<file path="config.mk">
export PLATFORM = sky130hd
export DESIGN_NAME = xtea_drv
export DESIGN_NICKNAME = d
export VERILOG_FILES = /design/src/rtl/xtea_drv.sv
export SDC_FILE = /design/constraint.sdc
export NUM_CORES = 1
export LEC_CHECK = 0
export CAP_MARGIN = 20
export CORE_MARGIN = 10
export CORE_UTILIZATION = 50
export DETAILED_ROUTE_END_ITERATION = 7
export PLACE_DENSITY = 0.7
export SETUP_SLACK_MARGIN = 0.5
export SYNTH_ARGS = -nofsm -noshare
export SYNTH_HDL_FRONTEND = slang
export SYNTH_SLANG_ARGS = --single-unit
</file>
<file path="constraint.sdc">
create_clock -name clk -period 18.3 [get_ports clk]
set_clock_uncertainty 0.15 [all_clocks]
set_input_delay 3.66 -clock clk [delete_from_list [all_inputs] [get_ports clk]]
set_output_delay 3.66 -clock clk [all_outputs]
set_load 0.01 [all_outputs]
</file>
<file path="src/rtl/xtea_drv.sv">
// ----------------------------------------------------------------------------
// xtea_drv
//   Command driver for a single-block XTEA core. Upstream blocks
//   {data, key, direction} are queued in a small FIFO. They are then issued
//   one at a time to the core as a one-cycle request pulse. The core's answer
//   is held on a valid/ready downstream port until it is consumed. If the
//   core does not answer within TIMEOUT cycles, the block is dropped and the
//   sticky err_o flag is raised.
//
// Parameters
//   FIFO_DEPTH : command FIFO depth (power of two, >= 2)
//   TIMEOUT    : WAIT cycles allowed for core_valid_i before dropping (>= 1)
//
// Ports
//   clk, rst_i          : clock (rising edge) and async active-low reset
//   s_valid_i/s_ready_o : upstream handshake; push when both are high
//   s_data_i/s_key_i    : 64-bit block and 128-bit key
//   s_decrypt_i         : direction (1 = decrypt)
//   core_valid_o/en_o   : one-cycle request pulse to the core
//   core_data/key/decrypt_o : request payload, held from one issue to the next
//   core_result_i/valid_i/busy_i : core response and busy indication
//   m_valid_o/m_ready_i : downstream handshake
//   m_data_o/m_decrypt_o: result block and the direction it was issued with
//   err_o               : sticky timeout flag
//   blk_cnt_o           : completed (delivered) block count, wraps at 16 bits
// ----------------------------------------------------------------------------
module xtea_drv #(
  parameter int unsigned FIFO_DEPTH = 4,
  parameter int unsigned TIMEOUT    = 255
) (
  input  logic         clk,
  input  logic         rst_i,
  input  logic         s_valid_i,
  output logic         s_ready_o,
  input  logic [63:0]  s_data_i,
  input  logic [127:0] s_key_i,
  input  logic         s_decrypt_i,
  output logic         core_valid_o,
  output logic         core_en_o,
  output logic [63:0]  core_data_o,
  output logic [127:0] core_key_o,
  output logic         core_decrypt_o,
  input  logic [63:0]  core_result_i,
  input  logic         core_valid_i,
  input  logic         core_busy_i,
  output logic         m_valid_o,
  input  logic         m_ready_i,
  output logic [63:0]  m_data_o,
  output logic         m_decrypt_o,
  output logic         err_o,
  output logic [15:0]  blk_cnt_o
);

  localparam int unsigned PTR_W = $clog2(FIFO_DEPTH);
  localparam int unsigned CNT_W = PTR_W + 1;
  localparam int unsigned ENT_W = 64 + 128 + 1;
  localparam int unsigned TMR_W = $clog2(TIMEOUT + 1);

  localparam logic [1:0] ST_IDLE  = 2'd0;
  localparam logic [1:0] ST_ISSUE = 2'd1;
  localparam logic [1:0] ST_WAIT  = 2'd2;
  localparam logic [1:0] ST_HOLD  = 2'd3;

  localparam logic [CNT_W-1:0] CNT_FULL  = CNT_W'(FIFO_DEPTH);
  localparam logic [TMR_W-1:0] TMR_LAST  = TMR_W'(TIMEOUT - 1);

  // --------------------------------------------------------------------------
  // Command FIFO
  // --------------------------------------------------------------------------
  logic [ENT_W-1:0] mem_q [FIFO_DEPTH];
  logic [PTR_W-1:0] wr_ptr_q, wr_ptr_d;
  logic [PTR_W-1:0] rd_ptr_q, rd_ptr_d;
  logic [CNT_W-1:0] cnt_q,    cnt_d;
  logic             fifo_full, fifo_empty;
  logic             push, pop;
  logic [ENT_W-1:0] head;

  // FSM and datapath state
  logic [1:0]       state_q,    state_d;
  logic [TMR_W-1:0] tmr_q,      tmr_d;
  logic [63:0]      cdata_q,    cdata_d;
  logic [127:0]     ckey_q,     ckey_d;
  logic             cdec_q,     cdec_d;
  logic [63:0]      mdata_q,    mdata_d;
  logic             mdec_q,     mdec_d;
  logic             err_q,      err_d;
  logic [15:0]      blk_cnt_q,  blk_cnt_d;

  assign fifo_full  = (cnt_q == CNT_FULL);
  assign fifo_empty = (cnt_q == '0);
  // Ready looks only at the registered count, so a pop in the same cycle
  // never frees a slot for a push in that cycle.
  assign s_ready_o  = !fifo_full;
  assign push       = s_valid_i && !fifo_full;
  assign pop        = (state_q == ST_IDLE) && !fifo_empty && !core_busy_i;
  assign head       = mem_q[rd_ptr_q];

  // Depth is a power of two, so pointers wrap by natural overflow.
  always_comb begin
    wr_ptr_d = wr_ptr_q;
    rd_ptr_d = rd_ptr_q;
    cnt_d    = cnt_q;
    if (push) wr_ptr_d = wr_ptr_q + PTR_W'(1);
    if (pop)  rd_ptr_d = rd_ptr_q + PTR_W'(1);
    case ({push, pop})
      2'b10:   cnt_d = cnt_q + CNT_W'(1);
      2'b01:   cnt_d = cnt_q - CNT_W'(1);
      default: cnt_d = cnt_q;
    endcase
  end

  // NOTE: storage array has no reset; emptiness is defined by the reset
  // pointers and count, so clearing the entries would only cost flops.
  always_ff @(posedge clk) begin
    if (push) mem_q[wr_ptr_q] <= {s_data_i, s_key_i, s_decrypt_i};
  end

  // --------------------------------------------------------------------------
  // Issue / wait / hold sequencer
  // --------------------------------------------------------------------------
  // NOTE: every signal driven here gets a default first, so no path leaves
  // a value unassigned and no latch is inferred.
  always_comb begin
    state_d   = state_q;
    tmr_d     = tmr_q;
    cdata_d   = cdata_q;
    ckey_d    = ckey_q;
    cdec_d    = cdec_q;
    mdata_d   = mdata_q;
    mdec_d    = mdec_q;
    err_d     = err_q;
    blk_cnt_d = blk_cnt_q;

    case (state_q)
      ST_IDLE: begin
        if (pop) begin
          cdata_d = head[ENT_W-1 -: 64];
          ckey_d  = head[128:1];
          cdec_d  = head[0];
          state_d = ST_ISSUE;
        end
      end

      ST_ISSUE: begin
        tmr_d   = '0;
        state_d = ST_WAIT;
      end

      ST_WAIT: begin
        if (core_valid_i) begin
          mdata_d = core_result_i;
          mdec_d  = cdec_q;
          tmr_d   = '0;
          state_d = ST_HOLD;
        end else if (tmr_q == TMR_LAST) begin
          // TIMEOUT WAIT cycles have elapsed with no answer: drop the block.
          err_d   = 1'b1;
          tmr_d   = '0;
          state_d = ST_IDLE;
        end else begin
          tmr_d   = tmr_q + TMR_W'(1);
        end
      end

      ST_HOLD: begin
        if (m_ready_i) begin
          blk_cnt_d = blk_cnt_q + 16'd1;
          state_d   = ST_IDLE;
        end
      end

      default: state_d = ST_IDLE;
    endcase
  end

  // NOTE: sequential state uses non-blocking assignments so every register
  // samples the pre-edge values regardless of statement order.
  always_ff @(posedge clk or negedge rst_i) begin
    if (!rst_i) begin
      wr_ptr_q  <= '0;
      rd_ptr_q  <= '0;
      cnt_q     <= '0;
      state_q   <= ST_IDLE;
      tmr_q     <= '0;
      cdata_q   <= '0;
      ckey_q    <= '0;
      cdec_q    <= 1'b0;
      mdata_q   <= '0;
      mdec_q    <= 1'b0;
      err_q     <= 1'b0;
      blk_cnt_q <= '0;
    end else begin
      wr_ptr_q  <= wr_ptr_d;
      rd_ptr_q  <= rd_ptr_d;
      cnt_q     <= cnt_d;
      state_q   <= state_d;
      tmr_q     <= tmr_d;
      cdata_q   <= cdata_d;
      ckey_q    <= ckey_d;
      cdec_q    <= cdec_d;
      mdata_q   <= mdata_d;
      mdec_q    <= mdec_d;
      err_q     <= err_d;
      blk_cnt_q <= blk_cnt_d;
    end
  end

  // --------------------------------------------------------------------------
  // Outputs
  // --------------------------------------------------------------------------
  // The request pulse is decoded from ISSUE, which lasts exactly one cycle.
  assign core_valid_o   = (state_q == ST_ISSUE);
  assign core_en_o      = (state_q == ST_ISSUE);
  assign core_data_o    = cdata_q;
  assign core_key_o     = ckey_q;
  assign core_decrypt_o = cdec_q;
  assign m_valid_o      = (state_q == ST_HOLD);
  assign m_data_o       = mdata_q;
  assign m_decrypt_o    = mdec_q;
  assign err_o          = err_q;
  assign blk_cnt_o      = blk_cnt_q;

endmodule

</file>
After elaboration in Yosys (flattened, before gate mapping)
Memories as Yosys holds them, arrays and structs flattened. A register that Yosys moved wholly into a read port is not among the register bits.
Index checks and enable logic that the tools add are counted.
{"block": "word_totals", "word_cells": 54, "register_bits": 99, "n_memories": 1, "out_inout_bits": 279, "ram_bits": 772}
{"memory": "mem_q", "words": 4, "word_bits": 193, "read_ports": 1, "rd_clocked_by_memory_dff": 1, "write_ports": 1, "line": "70", "text": "logic [ENT_W-1:0] mem_q [FIFO_DEPTH];"}
{"block": "op_classes", "n_mux": 11, "eq_ne": 10, "n_reduce_logical": 16, "n_bitwise": 1, "n_addsub": 6}
{"op": "$add A16 B1 Y16 const B", "n": 1}
{"op": "$mux W8", "n": 2}
{"op": "$pmux W8 S2", "n": 1}
{"op": "$add A8 B1 Y8 const B", "n": 1}
{"op": "$eq A8 B8 Y1 const B", "n": 1}
{"op": "$mux W2", "n": 4}
{"op": "$pmux W2 S4", "n": 1}
{"op": "$eq A2 B2 Y1 const B", "n": 3}
{"op": "$pmux W3 S2", "n": 1}
{"op": "$reduce_and A2 Y1", "n": 3}
{"op": "$reduce_and A3 Y1", "n": 2}
{"op": "$add A2 B1 Y2 const B", "n": 2}
{"op": "$eq A2 B1 Y1 const B", "n": 2}
{"op": "$logic_not A1 Y1", "n": 4}
{"op": "$reduce_bool A2 Y1", "n": 2}
{"op": "$add A3 B1 Y3 const B", "n": 1}
{"op": "$eq A3 B3 Y1 const B", "n": 1}
{"op": "$logic_and A1 B1 Y1", "n": 3}
{"op": "$logic_not A3 Y1", "n": 1}
{"op": "$ne A3 B3 Y1 const B", "n": 1}
{"op": "$sub A3 B1 Y3 const B", "n": 1}
{"op": "$logic_not A2 Y1", "n": 1}
{"op": "$mux W1", "n": 2}
{"op": "$ne A2 B1 Y1 const B", "n": 1}
{"op": "2 further kinds", "n": 2}

Logic depth before layout (Yosys ltp)
Gate-level depths: netlist (run 1).
{"block": "depth", "depth_word": 6, "mapped_depth": 11}

Least setup slack after synthesis (run 1)
Ideal clock, no wire load.
{"block": "synth_timing", "path_type": "input to register", "startpoint": "input port s_valid_i", "endpoint": "memory mem_q[0][0] (netlist bit) (enable)", "path_buffers": 0, "cell_stages": 1, "required_ns": 17.571, "arrival_time_ns": 8.101, "setup_slack_ns": 9.471, "path_cell_list": "and3_1"}
{"block": "synth_via", "elab_chain_len": 3}
{"element": "start: declaration", "line": "33", "text": "input logic s_valid_i,"}
{"element": "$logic_and A1 B1 Y1", "line": "94", "text": "assign push = s_valid_i && !fifo_full;"}
{"element": "$mux W1", "line": "115", "text": "if (push) mem_q[wr_ptr_q] <= {s_data_i, s_key_i, s_decrypt_i};"}
{"element": "$mux W1 (not written as such)", "line": "115"}
{"element": "end: declaration", "line": "70"}
No other way between the ends.

Final worst setup path (run 1)
{"block": "layout_timing", "startpoint": "input port s_valid_i", "endpoint": "memory mem_q[2][135] (netlist bit) (enable)"}
The elaborated chain is that of the path after synthesis.

==> key figures, run 1 <==
Setup path
  – Worst Path Max Fanout: 68
  – Worst Path Arrival: 6.23 ns
  – Worst Setup Path Type: input port to flop
  – CP required: ~18 ns
  – Setup crit end kind: flop
  – Crit path from: s_valid_i
  – CP Launch Type: input port
  – Critical R2R Launch: cnt_q[0]

Die
  – Die X-Extent: around 300 um
  – Core area: between 0.07 and 0.08 mm2
  – Ports: between 500 and 600
  – Num rows: just over 100
  – Starting Density: 50.60%
  – Die Y: ~300 um
  – Die area: around 0.09 mm2

Synthesis
  – Mean Syn Cell Area: 22.93 um2
  – Main combinational cell family by area after synthesis: multiplexers
  – Synthesized cell area: around 0.039 mm2
  – Post-synthesis mux area share: 18.96%
  – Yosys warns: 0
  – Syn_nets: about 2000
  – Sequential-to-total area share from yosys stat: between 70% and 80%
  – Post-Synth Adder-Cell Area: less than 1%
  – Xor/xnor share of the synthesized area: less than 1%
  – Simple-gate share of the synthesized area: 0.7361%
  – Cells after Synth: ~1700
  – Synth Area in Compound Gates: less than 1%
  – Synthesized flop and latch total: between 1000 and 1500
  – Synth unique cells: 36

Clocking
  – # Post-CTS Setup Buffers: 0
  – TritonCTS clock tree: yes
  – CTS Buf Count: 107
  – Post_cts resized: 0
  – CTS Hold Buffers Added: 0
  – Later-pin clock latency in the skew report: 0.65 ns
  – H-Tree Level Count: 3
  – CTS root buffer: clkbuf_16
  – Clock Path Buffers: 3
  – CTS sink count: between 1000 and 1500
  – Clk slew on worst S/H paths: about 0.060 ns

Place
  – Pre-CTS WS: approximately 11 ns
  – Number of port buffers: between 500 and 600
  – Gpl congestion: ~0.76
  – DP Wirelength: 56700 um
  – Post-Place Cell Area: about 0.046 mm2

Layout
  – Multi-input gate area: between 0.008 and 0.009 mm2
  – FILL cells: 5314
  – Area growth syn-to-layout: 25.73%
  – Fraction of layout cells with a size suffix above 1: between 20% and 30%
  – Final cell utilization of the core: a little under two thirds
  – Register area: slightly above 0.03 mm2
  – Post-route cell area: around 0.05 mm2
  – Final #Nets: about 2600

Global routing
  – Largest net degree at the start of global routing: 127
  – Initial antenna violation count: 16
  – GR Util All Layers: approximately a fifth
  – Total grt overflow: 0
  – Vias in the first global route: between 20000 and 25000
  – First-pass GRT wire length: 134000 um

STA
  – Least-Margin Pin Slew: between 1 and 1.5 ns
  – Post-Route Setup TNS: 0 ns
  – Unrepaired setup endpoints after global routing: false
  – # setup viols final: 0
  – Max Fclk: 0.1636 GHz
  – Final period util: 33.41%
  – Final slew viol count: 0
  – Final hold viol count: 0
  – Final min period: approximately 6 ns
  – Final setup margin: between 10 and 15 ns
  – Relative max-transition margin: between 20% and 30%

Drt
  – DR pass1 iterations: 5
  – Antenna-violating nets left: 0
  – Vias: 18710
  – Drt total wl: between 80000 and 90000 um
  – DR WL/cell: about 26 um
  – Initial DRC Count: between 1000 and 1500
  – DR DRC count: 0
  – Vias/cell: 5.424

Min path
  – HP Class: flop to flop
  – Hold path start: err_o

Power and ir drop
  – Leak pwr: between 15 and 20 nW
  – Worst vdd ir: around 0.13 mV
  – Pwr dens: roughly 170 mW/mm2
  – Overall Power: between 8 and 9 mW

Status
  – Outcome: finished, final reports clean

Flow run
  – Max-Cap Viols: 0
[sequential cells by signal (all words and copies together) (netlist names)]
register,count
core_key_o,128
mem_q,772
core_data_o,64
wr_ptr_q,2
m_decrypt_o,1
tmr_q,8
state_q,2
m_data_o,64
rd_ptr_q,2
cnt_q,3
core_decrypt_o,1
err_o,1
blk_cnt_o,16
[Yosys cell counts (all sizes together)]
library cell / number / area share [%]
o31ai: 1 / 0.019
dfrtp: 292 / 19
edfxtp: 772 / 59
mux4: 193 / 11
nor2b: 1 / 0.016
xnor2: 18 / 0.40
a21oi: 6 / 0.076
nor3b: 1 / 0.048
nor2: 7 / 0.067
and2: 3 / 0.048
nand3: 7 / 0.089
ha: 13 / 0.41
nand2: 12 / 0.11
inv: 11 / 0.11
a31oi: 2 / 0.032
a21o: 1 / 0.019
nand2b: 2 / 0.032
and4: 2 / 0.045
nand4: 6 / 0.096
o2bb2ai: 3 / 0.067
fa: 1 / 0.051
nor3: 2 / 0.038
xor2: 6 / 0.13
mux2i: 2 / 0.051
a221oi: 1 / 0.022
clkbuf: 10 / 0.096
and3: 8 / 0.13
or2: 1 / 0.016
mux2: 260 / 7.8
o21ai: 4 / 0.051
buf: 64 / 1.2
[metal layers]
layer	part of all wire [%]	track usage, %
met1	39	24.93
met2	53	33.48
met3	5.2	4.175
met4	2.3	6.561
met5	0.13	0
[logic make-up after synthesis]
group / Yosys count
compound gates: 18
xor+xnor: 24
fa+ha+maj: 14
buf+inv: 85
flops: 1064
mux: 455
simple gates: 52
[final timing paths]
kind,endpoint,slack [ns],cells past startpoint
hold reg to reg,err_o,0.31,1
hold / removal,err_o,0.31,1
max in group asynchronous,core_data_o[3],13.50,2
setup reg to reg,mem_q[2][135],14.88,4
min in group asynchronous,core_key_o[88],2.91,1
setup / recovery,mem_q[2][135],12.19,3
[cell usage in the layout (no fill, tap or decap), types with 17 or more instances in the layout]
cell type / Yosys / layout
clkbuf_1: 10 / 24
mux4_2: 193 / 193
edfxtp_1: 772 / 772
mux2_2: 220 / 220
buf_4: 13 / 18
dfrtp_1: 292 / 290
mux2_4: 40 / 40
clkinv_1: 0 / 17
clkdlybuf4s50_1: 0 / 540
xnor2_1: 18 / 18
clkbuf_16: 0 / 110
[power by group]
part / leakage [nW] / switching (mW) / internal, mW / total, mW
logic: 4.95 / 1.11 / 1.39 / 2.50
registers: 10.6 / 0.328 / 3.30 / 3.63
clock network: 1.78 / 0.899 / 1.31 / 2.21
[metrics by stage]
| stage | hold WS (ns) | cells |
|---|---|---|
| final | 0.3130 | 3450 |
| after global routing | 0.3287 | 3449 |
| after CTS | 0.3191 | 3442 |
| after detailed placement | 0.3018 | 3239 |
| after global placement | 0.3042 | 3239 |
| after floorplan | 0.3324 | 1712 |
[cell type report]
type / instances / share of cell area, %
antenna: 7 / 0.03548
clock buffer: 149 / 6.177
clock inverter: 54 / 1.212
inverter: 11 / 0.08364
multi-input combinational: 563 / 16.74
sequential: 1064 / 61.78
tap: 1040 / 2.636
timing repair buffer: 562 / 11.34
[critical path, cell delays in order]
cell             delay, ns
clkdlybuf4s50_1       0.55
and3_4                0.93
buf_4                 0.91
(Power assumes the default switching activity.)
==> run 2: changes to the inputs <==
--- a/config.mk
+++ b/config.mk
@@ -7,9 +7,9 @@
 export LEC_CHECK = 0
 export CAP_MARGIN = 20
 export CORE_MARGIN = 10
-export CORE_UTILIZATION = 50
+export CORE_UTILIZATION = 49
 export DETAILED_ROUTE_END_ITERATION = 7
-export PLACE_DENSITY = 0.7
+export PLACE_DENSITY = 0.71
 export SETUP_SLACK_MARGIN = 0.5
 export SYNTH_ARGS = -nofsm -noshare
 export SYNTH_HDL_FRONTEND = slang
==> constraint.sdc (replaced) <==
create_clock -name clk -period 5 [get_ports clk]
set_clock_uncertainty 0.15 [all_clocks]
set_input_delay 1 -clock clk [delete_from_list [all_inputs] [get_ports clk]]
set_output_delay 1 -clock clk [all_outputs]
set_load 0.01 [all_outputs]
==> key figures, run 2 (synthesis gave the netlist of run 1 again) <==
Drt
  – Vias: 18880
  – Drt total wl: about 90000 um
  – DR DRC count: 0
  – DR WL/cell: 25.73 um
  – Vias/cell: 5.409
  – Antenna-violating nets left: 0
  – DR pass1 iterations: 5
  – Initial DRC Count: about 990

Power and ir drop
  – Overall Power: approximately 31 mW
  – NetSw: 8.609 mW
  – Pwr dens: a little over 600 mW/mm2
  – Clock power share: 25.9%
  – Logic pwr share: 30.8%
  – Seq pwr share: a little over two fifths
  – Sw Ratio: between 20% and 30%
  – Worst vdd ir: around 0.46 mV
  – Leak pwr: between 15 and 20 nW
  – Internal power: between 20 and 25 mW

Layout
  – Area growth syn-to-layout: 26.62%
  – Commonest non-fill, non-tap cell in the layout: edfxtp_1
  – FILL cells: approximately 5400
  – Max reg flops: a little under 800
  – Register bank with the most flops: mem_q
  – Commonest cells after routing, fill and taps aside: 772 x edfxtp_1, 540 x clkdlybuf4s50_1, 290 x dfrtp_1
  – Final #Nets: 2614
  – Fraction of layout cells with a size suffix above 1: 27.95%
  – Post-route cell area: approximately 0.050 mm2

Clocking
  – CTS sink count: ~1100
  – H-Tree Level Count: 3
  – Clock Path Buffers: 3
  – CTS Hold Buffers Added: 0
  – Clk slew on worst S/H paths: 0.06 ns
  – Later-pin clock latency in the skew report: 0.66 ns
  – CTS Buf Count: about 110
  – TritonCTS clock tree: yes
  – CTS root buffer: clkbuf_16
  – Post_cts resized: 0
  – # Post-CTS Setup Buffers: 0

STA
  – Final hold viol count: 0
  – Final period util: between 60% and 70%
  – Post-Route Setup TNS: 0 ns
  – Max Fclk: approximately 0.31 GHz
  – # setup viols final: 0
  – Least-Margin Pin Slew: roughly 0.96 ns
  – Relative max-transition margin: about 36%
  – Final slew viol count: 0
  – Final min period: between 3 and 4 ns
  – Final setup margin: roughly 1.7 ns
  – Unrepaired setup endpoints after global routing: false

Die
  – Starting Density: approximately half
  – Ports: approximately 540
  – Die Y: around 300 um
  – Core area: roughly 0.079 mm2
  – Die area: between 0.09 and 0.1 mm2
  – Die X-Extent: between 300 and 400 um
  – Num rows: roughly 100

Global routing
  – First-pass GRT wire length: 133000 um
  – GR Util All Layers: between 15 and 20%
  – Vias in the first global route: between 20000 and 25000
  – Initial antenna violation count: 17
  – Largest net degree at the start of global routing: 109
  – Total grt overflow: 0

Setup path
  – Worst Setup Path Type: flop to output pin
  – CP required: roughly 3.9 ns
  – Setup crit end kind: output pin
  – CP Launch Type: flop
  – Worst Path Arrival: between 2 and 2.5 ns
  – Worst Path Max Fanout: 6

Place
  – DP Wirelength: 58830 um
  – Number of port buffers: between 500 and 600
  – Post-Place Cell Area: 0.04611 mm2
  – Pre-CTS WS: between 1.5 and 2 ns
  – Gpl congestion: approximately 0.76

Status
  – Outcome: finished, final reports clean

Flow run
  – Max-Cap Viols: 0

Min path
  – HP Class: input port to asynchronous set/reset pin
==> run 2: per-stage QoR <==
stage               hold slack [ns]  cells  utilization (%)
finish                       0.2439   3490            62.73
global route                 0.2757   3487            62.72
CTS                          0.2536   3477            62.66
detailed placement           0.3147   3278            58.18
global placement             0.3002   3278            58.18
floorplan                    0.3324   1712                -
==> run 2: area by class of cell <==
| cell class | count | area (um2) | area share (%) |
|---|---|---|---|
| antenna | 11 | 27.53 | 0.05537 |
| clock buffer | 143 | 2943 | 5.919 |
| clock inverter | 56 | 608.1 | 1.223 |
| inverter | 11 | 41.29 | 0.08305 |
| multi-input combinational | 563 | 8262 | 16.62 |
| sequential | 1064 | 30500 | 61.34 |
| tap | 1050 | 1314 | 2.642 |
| timing repair buffer | 592 | 6026 | 12.12 |
==> run 2: routing by layer <==
metal / GRT usage [%] / wire (um) / part of all wire [%] / up-vias
met3: 4.639 / 5543 / 6.2 / 150
li1: - / - / - / 8183
met1: 24.15 / 34730 / 39 / 10050
met4: 6.746 / 2592 / 2.9 / 18
met5: 0 / 120 / 0.13 / -
met2: 32.73 / 46830 / 52 / 479
==> run 2: worst paths after layout <==
kind | start | end | slack, ns | depth (start not counted)
hold / removal | rst_i | core_key_o[64] | 0.24 | 1
setup reg to reg | rd_ptr_q[1] | core_data_o[45] | 2.39 | 3
max in group asynchronous | rst_i | core_data_o[20] | 3.40 | 2
hold reg to reg | err_o | err_o | 0.33 | 1
min in group clk | err_o | err_o | 0.33 | 1
setup / recovery | cnt_q[0] | s_ready_o | 1.75 | 3
==> run 2: critical path, cell delays in order (launching register included) <==
cell and delay (ns):
dfrtp_1 0.39, inv_1 0.09, nand3_1 0.26, clkdlybuf4s50_1 0.71
==> run 2: power by group through the flow <==
| stage | Combinational [mW] | Sequential (mW) | Clock, mW |
|---|---|---|---|
| final | 9.40 | 13.2 | 7.90 |
| after floorplan | 5.00 | 13.6 | 0 |
| after detailed placement | 9.59 | 13.4 | 0 |
| after CTS | 9.64 | 13.3 | 8.07 |
| after global placement | 9.44 | 13.3 | 0 |
| after global routing | 10.0 | 13.5 | 8.42 |
